**src/rtl/rob_pkg.sv**
```systemverilog
// rob_pkg: reorder buffer sizing and entry layout shared with rename/issue/commit.
// ROB_DEBUG_TRACE_EN adds a per-entry pc field for retire tracing.
package rob_pkg;

    localparam int ROB_DEPTH     = 16;
    localparam int MACHINE_WIDTH = 2;
    localparam int ALU_NUM       = 2;
    localparam int MEM_NUM       = 1;
    localparam int ROB_AW        = $clog2(ROB_DEPTH);
    localparam int PREG_AW       = 6;

    typedef logic [ROB_AW-1:0]  rob_addr_t;
    typedef logic [ROB_AW:0]    rob_ptr_t;
    typedef logic [PREG_AW-1:0] preg_addr_t;

    typedef struct packed {
        logic        valid;
        logic        done;
        logic [4:0]  creg;
        preg_addr_t  preg;
        logic [31:0] data;
        logic        is_branch;
        logic        redirect;
        logic [31:0] target;
`ifdef ROB_DEBUG_TRACE_EN
        logic [31:0] pc;
`endif
    } rob_entry_t;

endpackage

```
**src/rtl/reorder_buffer_retire_sel.sv**
```systemverilog
// rob_retire_sel: two-wide retire decision from the head and head+1 entries.
// A redirect entry only leaves together with its delay slot.
module rob_retire_sel (
    input  logic       head_valid,
    input  logic       head_done,
    input  logic       head_redirect,
    input  logic       next_valid,
    input  logic       next_done,
    input  logic       next_redirect,
    output logic [1:0] retire_valid,
    output logic [1:0] head_inc,
    output logic       redirect
);

    logic head_rdy;
    logic next_rdy;

    assign head_rdy = head_valid & head_done;
    assign next_rdy = next_valid & next_done;

    // Pick how many head entries leave this cycle and whether they redirect.
    always_comb begin
        retire_valid = 2'b00;
        head_inc     = 2'd0;
        redirect     = 1'b0;
        if (head_rdy && head_redirect) begin
            if (next_rdy) begin
                retire_valid = 2'b11;
                head_inc     = 2'd2;
                redirect     = 1'b1;
            end
        end else if (head_rdy) begin
            retire_valid[0] = 1'b1;
            head_inc        = 2'd1;
            if (next_rdy && !next_redirect) begin
                retire_valid[1] = 1'b1;
                head_inc        = 2'd2;
            end
        end
    end

endmodule

```
**src/rtl/reorder_buffer.sv**
```systemverilog
// reorder_buffer: in-order retirement buffer with branch redirect and flush.
// ROB_DEBUG_TRACE_EN adds alloc_pc and the debug_wb_* retire trace ports.
module reorder_buffer #(
    parameter int ROB_DEPTH     = rob_pkg::ROB_DEPTH,
    parameter int MACHINE_WIDTH = rob_pkg::MACHINE_WIDTH,
    parameter int ALU_NUM       = rob_pkg::ALU_NUM,
    parameter int MEM_NUM       = rob_pkg::MEM_NUM,
    localparam int AW           = $clog2(ROB_DEPTH),
    localparam int PW           = rob_pkg::PREG_AW
) (
    input  logic                               clk,
    input  logic                               reset,
    input  logic [MACHINE_WIDTH-1:0]           alloc_valid,
    input  logic [MACHINE_WIDTH-1:0][4:0]      alloc_dst_creg,
    input  logic [MACHINE_WIDTH-1:0][PW-1:0]   alloc_dst_preg,
    input  logic [MACHINE_WIDTH-1:0]           alloc_is_branch,
`ifdef ROB_DEBUG_TRACE_EN
    input  logic [MACHINE_WIDTH-1:0][31:0]     alloc_pc,
`endif
    output logic                               alloc_ready,
    output logic [MACHINE_WIDTH-1:0][AW-1:0]   rob_addr_new,
    input  logic [ALU_NUM-1:0]                 alu_valid,
    input  logic [ALU_NUM-1:0][AW-1:0]         alu_rob_addr,
    input  logic [ALU_NUM-1:0][31:0]           alu_data,
    input  logic [MEM_NUM-1:0]                 mem_valid,
    input  logic [MEM_NUM-1:0][AW-1:0]         mem_rob_addr,
    input  logic [MEM_NUM-1:0][31:0]           mem_data,
    input  logic                               br_valid,
    input  logic [AW-1:0]                      br_rob_addr,
    input  logic                               br_mispredict,
    input  logic [31:0]                        br_target,
    output logic [MACHINE_WIDTH-1:0]           retire_valid,
    output logic [MACHINE_WIDTH-1:0][4:0]      retire_creg,
    output logic [MACHINE_WIDTH-1:0][PW-1:0]   retire_preg,
    output logic [MACHINE_WIDTH-1:0][31:0]     retire_data,
`ifdef ROB_DEBUG_TRACE_EN
    output logic [MACHINE_WIDTH-1:0][31:0]     debug_wb_pc,
    output logic [MACHINE_WIDTH-1:0][3:0]      debug_wb_rf_wen,
    output logic [MACHINE_WIDTH-1:0][4:0]      debug_wb_rf_wnum,
    output logic [MACHINE_WIDTH-1:0][31:0]     debug_wb_rf_wdata,
`endif
    output logic                               branch_taken,
    output logic [31:0]                        pcbranch,
    output logic                               flush
);

    import rob_pkg::*;

    localparam logic [AW:0] READY_MAX = (AW+1)'(ROB_DEPTH - MACHINE_WIDTH);

    rob_entry_t  entries [ROB_DEPTH];
    logic [AW:0] head;
    logic [AW:0] tail;
    logic [AW:0] count;
    logic [AW:0] next_head;
    logic [AW:0] alloc_step;
    logic [AW-1:0] rd_addr [MACHINE_WIDTH];
    logic [1:0]  sel_valid;
    logic [1:0]  head_inc;
    logic        do_redirect;
    logic        alloc_fire;

    assign count       = tail - head;
    assign alloc_ready = (count <= READY_MAX);
    assign alloc_fire  = alloc_valid[0] & alloc_ready & ~do_redirect;
    assign next_head   = head + (AW+1)'(head_inc);
    assign alloc_step  = alloc_fire
                       ? (alloc_valid[1] ? (AW+1)'(2) : (AW+1)'(1))
                       : '0;

    // Slot indices at the head (retire) and at the tail (allocate).
    always_comb begin
        for (int i = 0; i < MACHINE_WIDTH; i++) begin
            rd_addr[i]      = head[AW-1:0] + AW'(i);
            rob_addr_new[i] = tail[AW-1:0] + AW'(i);
        end
    end

    rob_retire_sel u_sel (
        .head_valid    (entries[rd_addr[0]].valid),
        .head_done     (entries[rd_addr[0]].done),
        .head_redirect (entries[rd_addr[0]].redirect),
        .next_valid    (entries[rd_addr[1]].valid),
        .next_done     (entries[rd_addr[1]].done),
        .next_redirect (entries[rd_addr[1]].redirect),
        .retire_valid  (sel_valid),
        .head_inc      (head_inc),
        .redirect      (do_redirect)
    );

    // Head/tail pointers; a redirect empties the buffer behind the new head.
    always_ff @(posedge clk) begin
        if (reset) begin
            head <= '0;
            tail <= '0;
        end else if (do_redirect) begin
            head <= next_head;
            tail <= next_head;
        end else begin
            head <= next_head;
            tail <= tail + alloc_step;
        end
    end

    // Entry state: retire clears, allocate fills, completion marks done.
    always_ff @(posedge clk) begin
        if (reset || do_redirect) begin
            for (int i = 0; i < ROB_DEPTH; i++) begin
                entries[i].valid    <= 1'b0;
                entries[i].done     <= 1'b0;
                entries[i].redirect <= 1'b0;
            end
        end else begin
            for (int i = 0; i < MACHINE_WIDTH; i++) begin
                if (sel_valid[i]) begin
                    entries[rd_addr[i]].valid    <= 1'b0;
                    entries[rd_addr[i]].done     <= 1'b0;
                    entries[rd_addr[i]].redirect <= 1'b0;
                end
            end
            for (int i = 0; i < MACHINE_WIDTH; i++) begin
                if (alloc_fire && alloc_valid[i]) begin
                    entries[rob_addr_new[i]].valid     <= 1'b1;
                    entries[rob_addr_new[i]].done      <= 1'b0;
                    entries[rob_addr_new[i]].creg      <= alloc_dst_creg[i];
                    entries[rob_addr_new[i]].preg      <= alloc_dst_preg[i];
                    entries[rob_addr_new[i]].is_branch <= alloc_is_branch[i];
                    entries[rob_addr_new[i]].redirect  <= 1'b0;
`ifdef ROB_DEBUG_TRACE_EN
                    entries[rob_addr_new[i]].pc        <= alloc_pc[i];
`endif
                end
            end
            for (int p = 0; p < ALU_NUM; p++) begin
                if (alu_valid[p] && entries[alu_rob_addr[p]].valid) begin
                    entries[alu_rob_addr[p]].done <= 1'b1;
                    entries[alu_rob_addr[p]].data <= alu_data[p];
                end
            end
            for (int p = 0; p < MEM_NUM; p++) begin
                if (mem_valid[p] && entries[mem_rob_addr[p]].valid) begin
                    entries[mem_rob_addr[p]].done <= 1'b1;
                    entries[mem_rob_addr[p]].data <= mem_data[p];
                end
            end
            if (br_valid && br_mispredict &&
                entries[br_rob_addr].valid &&
                entries[br_rob_addr].is_branch) begin
                entries[br_rob_addr].redirect <= 1'b1;
                entries[br_rob_addr].target   <= br_target;
            end
        end
    end

    // Retire ports read straight from the head entries.
    always_comb begin
        for (int i = 0; i < MACHINE_WIDTH; i++) begin
            retire_creg[i] = entries[rd_addr[i]].creg;
            retire_preg[i] = entries[rd_addr[i]].preg;
            retire_data[i] = entries[rd_addr[i]].data;
        end
    end

    assign retire_valid = sel_valid;
    assign branch_taken = do_redirect;
    assign flush        = do_redirect;
    assign pcbranch     = do_redirect ? entries[rd_addr[0]].target : 32'd0;

`ifdef ROB_DEBUG_TRACE_EN
    // Trace view of each retiring slot; zero when idle or in reset.
    always_comb begin
        for (int i = 0; i < MACHINE_WIDTH; i++) begin
            debug_wb_pc[i]       = 32'd0;
            debug_wb_rf_wen[i]   = 4'h0;
            debug_wb_rf_wnum[i]  = 5'd0;
            debug_wb_rf_wdata[i] = 32'd0;
            if (sel_valid[i] && !reset) begin
                debug_wb_pc[i]       = entries[rd_addr[i]].pc;
                debug_wb_rf_wen[i]   = (entries[rd_addr[i]].creg != 5'd0)
                                     ? 4'hF : 4'h0;
                debug_wb_rf_wnum[i]  = entries[rd_addr[i]].creg;
                debug_wb_rf_wdata[i] = entries[rd_addr[i]].data;
            end
        end
    end
`endif

endmodule
```
**config.mk**
```make
export PLATFORM = sky130hd
export DESIGN_NAME = reorder_buffer
export DESIGN_NICKNAME = d
export VERILOG_FILES = /design/src/rtl/rob_pkg.sv /design/src/rtl/reorder_buffer_retire_sel.sv /design/src/rtl/reorder_buffer.sv
export SDC_FILE = /design/constraint.sdc
export NUM_CORES = 2
export LEC_CHECK = 0
export CAP_MARGIN = 20
export CORE_MARGIN = 2
export CORE_UTILIZATION = 45
export DETAILED_ROUTE_END_ITERATION = 8
export SETUP_SLACK_MARGIN = 0.15
export SLEW_MARGIN = 10
export SYNTH_ARGS = -nofsm -noshare
export SYNTH_HDL_FRONTEND = slang
export SYNTH_SLANG_ARGS = --single-unit
```
**constraint.sdc**
```tcl
create_clock -name clk -period 11.6 [get_ports clk]
set_input_delay 2.32 -clock clk [delete_from_list [all_inputs] [get_ports clk]]
set_output_delay 2.32 -clock clk [all_outputs]
set_load 0.02 [all_outputs]
```
======== Word-level counts from Yosys, hierarchy flattened ========
Memories as Yosys holds them, arrays and structs flattened. A register that Yosys moved wholly into a read port is not among the register bits.
Cells that the tools add are included.
operators by class
  add/subtract/negate cells ............... 5
  magnitude comparators ................... 1
  multiplexer cells ....................... 65
  bitwise operators ....................... 5
  reductions and logical operators ........ 20
operators by type and width
  kind                   number
  $mux W79               8
  $reduce_or A79 Y1      8
  $mux W4                13
  $mux W32               1
  $mux W1                29
  $mux W2                11
  $add A5 B2 Y5          2
  $logic_and A1 B1 Y1    10
  $add A4 B1 Y4 const B  2
  $mux W3                2
  $le A5 B4 Y1 const B   1
  $mux W5                1
  $sub A5 B5 Y5          1
  $and A1 B1 Y1          4
  $logic_not A1 Y1       1
  $logic_or A1 B1 Y1     1
  $not A1 Y1             1
storage, ports and cells
  register bits after elaboration ......... 10
  RAM bits ................................ 1,264
  bits of input ports ..................... 177
  output and inout port bits .............. 131
  logic and storage cells ................. 99
  memories ................................ 1
memory list
  name     depth  width  rd ports  clocked after Yosys merged registers in  write ports  RTL line              RTL
  entries  16     79     6         1                                        16           reorder_buffer.sv:51  rob_entry_t entries [ROB_DEPTH];

======== Logic depth before layout (Yosys ltp) ========
An unclocked memory read counts as a cell.
  word-level depth ........................ 13
  depth in mapped cells ................... 21
  gate-level depth less buffers ........... 16

======== By module ========
Synthesis repeated with hierarchy kept, for this count alone.
unflattened totals
  cells, all modules ...................... 5,067
  area total of the unflattened synthesis .. 70,904.3 um2
modules (own cells, without submodules)
  module          instances  cells an instance  area an instance (um2)  sequential area each (um2)
  reorder_buffer  1          5,058              70,854.2                37,676.1
  rob_retire_sel  1          9                  50.0                    0.0

======== Least setup slack after synthesis ========
Ideal clock, no wire load.
  kind .................................... input to register
  from .................................... input br_rob_addr[0]
  to ...................................... memory entries[8][0] (netlist bit) (enable)
  setup time .............................. 0.505 ns
  arrival time ............................ 7.190 ns
  required time ........................... 11.095 ns
  setup slack ............................. 3.905 ns
  cell stages on the path ................. 6
  buffers on the path ..................... 1
  cells stage by stage .................... clkbuf_1 -> mux4_2 -> mux4_2 -> nor2_1 -> o211ai_1 -> nor4_1
RTL lines
  element             RTL line              RTL
  start: declaration  reorder_buffer.sv:29  input logic [AW-1:0] br_rob_addr,
  end: declaration    reorder_buffer.sv:51

==> results.cfg <==
[logic_synthesis]
synthFlopType = edfxtp_1
ys_ff_latch = 1274
syn_area_um2 = 70070
synth_edf_count = 1216
ys_seq_area_share_pct = 53.77
synth_warnings = 0
synth_fp_nets = 5530
synthDistinctLibCells = 89
syn_inst = 5330
synthArstFlopShare_pct = 0
synth.avg_cell_area_um2 = 13.15

[drt]
vias_per_cell = 6.889
wl_per_cell_um = 33.87
drt_iter0_drc = 7880
routed_wl_um = 254500
num_vias = 51767
first_pass_iters = 9
route.detailed.drc = 0
drtAntennaViolNets = 0

[layout]
nNetsFinal = 5542
fin_area_um2 = 79740
final_cell_count_no_fill = 7514
final_cell_mix = 1,216 x edfxtp_1, 824 x nor2_1, 622 x mux4_2, 434 x a21oi_1, 420 x nand2_1
area_growth_pct = 13.80
drive_gt1_share_pct = 21.49
fill_cells = 12790
final_common_cell = edfxtp_1

[placed_design]
place_congestion = 0.9006
dpl-instance-area_um2 = 75090
numPortBuffers = 307
dp_hpwl_um = 146000
placedCellCount = 7232

[critical_path]
arrival_ns = 6.33
reg2reg_from = head[1]
crit_slowest_cell = buf_4
critical_path.max_fanout = 106
crit_chain = buf_12, buf_4, buf_4, buf_4, mux4_2, mux4_2, clkdlybuf4s50_1
critical_path_class = flip-flop to output pin
max_stage_delay_ns = 0.88
worst-path-buf-inv = 5
r2r_setup_slack_ns = 4.66
setup.worst_path.start_class = flip-flop
cpMostUsedCell = buf_4
r2r_end = entries[10][2]
cp-end-kind = output pin
path_delay_family = buffers and inverters
reg2reg_depth = 11
worstPathRequired_ns = 9.28

[timing]
maxSlewHeadroom_pct = 19.72
hold_violations = 0
fin_crit_ns = 8.653
slew_violations = 0
tightest_slew_ns = 1.204
fin_tns_setup_ns = 0
setup_violations = 0
finalCritPeriodShare_pct = 74.59
rsz0062_at_grt = no
whs_ns = 0.4788
fin_skew_ns = 0.03518
fmax_mhz = 115.6

[floorplan]
io_pins = 308
fp.dieH_um = 398.6
core_area_um2 = 154400
dieArea_um2 = 158900
die_x_um = 398.6
start_util_pct = 45.38
row_count = 144

[grt]
grt_pass1_wl_um = 360200
grt_start_max_net_pins = 107
antenna_found_initial = 50
grt-ovfl-total = 0
grt_pass1_vias = 49636
grt_use_total_pct = 31.67

[clock_tree]
clock_path_buffers = 3
ctsRootBufferMaster = clkbuf_16
cts_resized = 0
post-cts-setup-buffers = 0
cts_max_level = 4
numCtsBuffers = 143
ctsHoldBuffers = 0
insertion_delay_ns = 0.81
cts_tree = built
cts.sinks = 1274
clkSlewWorstSetupHoldPaths_ns = 0.07

[run]
drv_cap = 0

[hold_path]
holdPathStages = 1
worstHoldPathType = flip-flop to flip-flop
min_from = entries[8][32]
worstHoldEndpoint = entries[8][32]

[pwr]
leakagePower_nw = 25.79
ir_worst_vdd_mv = 0.1249
power_density_nw_per_um2 = 126.9

[run_status]
status = finished clean
-- area by class of cell --
type / count / area [um^2] / area share (%)
diodes: 21 / 52.55 / 0.06590
clock buffers: 184 / 3752 / 4.705
clock inverters: 68 / 706.9 / 0.8865
inverters: 28 / 113.9 / 0.1428
multi-input cells: 3422 / 30410 / 38.13
flip-flops and latches: 1274 / 37690 / 47.26
well taps: 2044 / 2557 / 3.207
repair buffers: 473 / 4464 / 5.598
-- how the worst max path moves through the flow --
stage,start,endpoint,slack [ns],cells after the start
final,head[0],retire_data[45],2.95,7
after detailed placement,head[1],flush,3.71,9
after floorplan,br_rob_addr[0],entries[8][0],3.91,6
after CTS,head[1],flush,2.84,9
after global routing,head[0],retire_data[41],2.51,7
after global placement,head[0],retire_data[47],3.76,7
-- power by group --
group	switching [mW]	internal [mW]
clock network	1.94	2.48
registers	0.0202	5.05
logic	0.398	0.233
-- cell usage after synthesis (all sizes together) (11+ instances only) --
cell type  number  area share, %
edfxtp       1216             52
nand3          25           0.19
nor2b          17           0.15
mux2i          70            1.0
mux4          622             20
a31oi         128            1.1
o31ai          13           0.14
a2bb2o         13           0.19
inv            27           0.14
nor3          151            1.1
and2           23           0.21
o2111ai        21           0.26
mux2           16           0.26
clkbuf        330            1.8
o211ai         21           0.26
a221oi         71           0.89
o2bb2ai        31           0.48
a31o           18           0.22
buf           276            2.1
ha             20           0.36
dfxtp          58            1.7
and3           40           0.36
a211oi         11           0.17
nor2          832            4.5
a21o           22           0.24
a22oi         256            2.9
a21oi         459            3.4
nand2         423            2.3
o21ai          15           0.14
-- worst reg2reg max path, cell delays in order, from the launching register on --
cell	delay, ns
dfxtp_4	0.63
inv_1	0.26
ha_4	0.75
buf_4	0.90
mux4_2	0.41
mux2i_2	0.13
a211oi_4	0.29
buf_4	0.73
o211ai_1	0.52
nor3b_1	0.90
and2_2	0.56
buf_4	0.48
-- layer usage --
metal	vias up	GRT usage, %	part of all wire [%]
li1	21005	-	-
met1	25885	41.49	36
met2	3918	47.94	45
met3	907	9.596	13
met4	52	15.86	5.5
met5	-	0.3632	0.15
-- cell families after synthesis --
group | Yosys count | synth area share, %
multiplexers | 708 | 21.25
XOR/XNOR | 12 | 0.1607
AO/OA/AOI/OAI | 1131 | 11.24
flip-flops | 1274 | 53.77
adder cells (fa/ha/maj) | 23 | 0.4428
AND/OR/NAND/NOR | 1548 | 9.151
buffers and inverters | 634 | 3.984
-- flip-flops by register name, summed over array words and instances, names as in the netlist --
register / cells
entries: 1264
head: 5
tail: 5
-- metrics by stage --
| stage | power (mW) | worst slack, ns | util [%] |
|---|---|---|---|
| after floorplan | 5.510 | 3.905 | - |
| after global placement | 5.763 | 3.759 | 48.57 |
| after detailed placement | 5.774 | 3.705 | 48.63 |
| after CTS | 10.14 | 2.840 | 51.52 |
| after global routing | 10.38 | 2.511 | 51.63 |
| final | 10.12 | 2.947 | 51.64 |
Power figures use the tool's default switching activity.
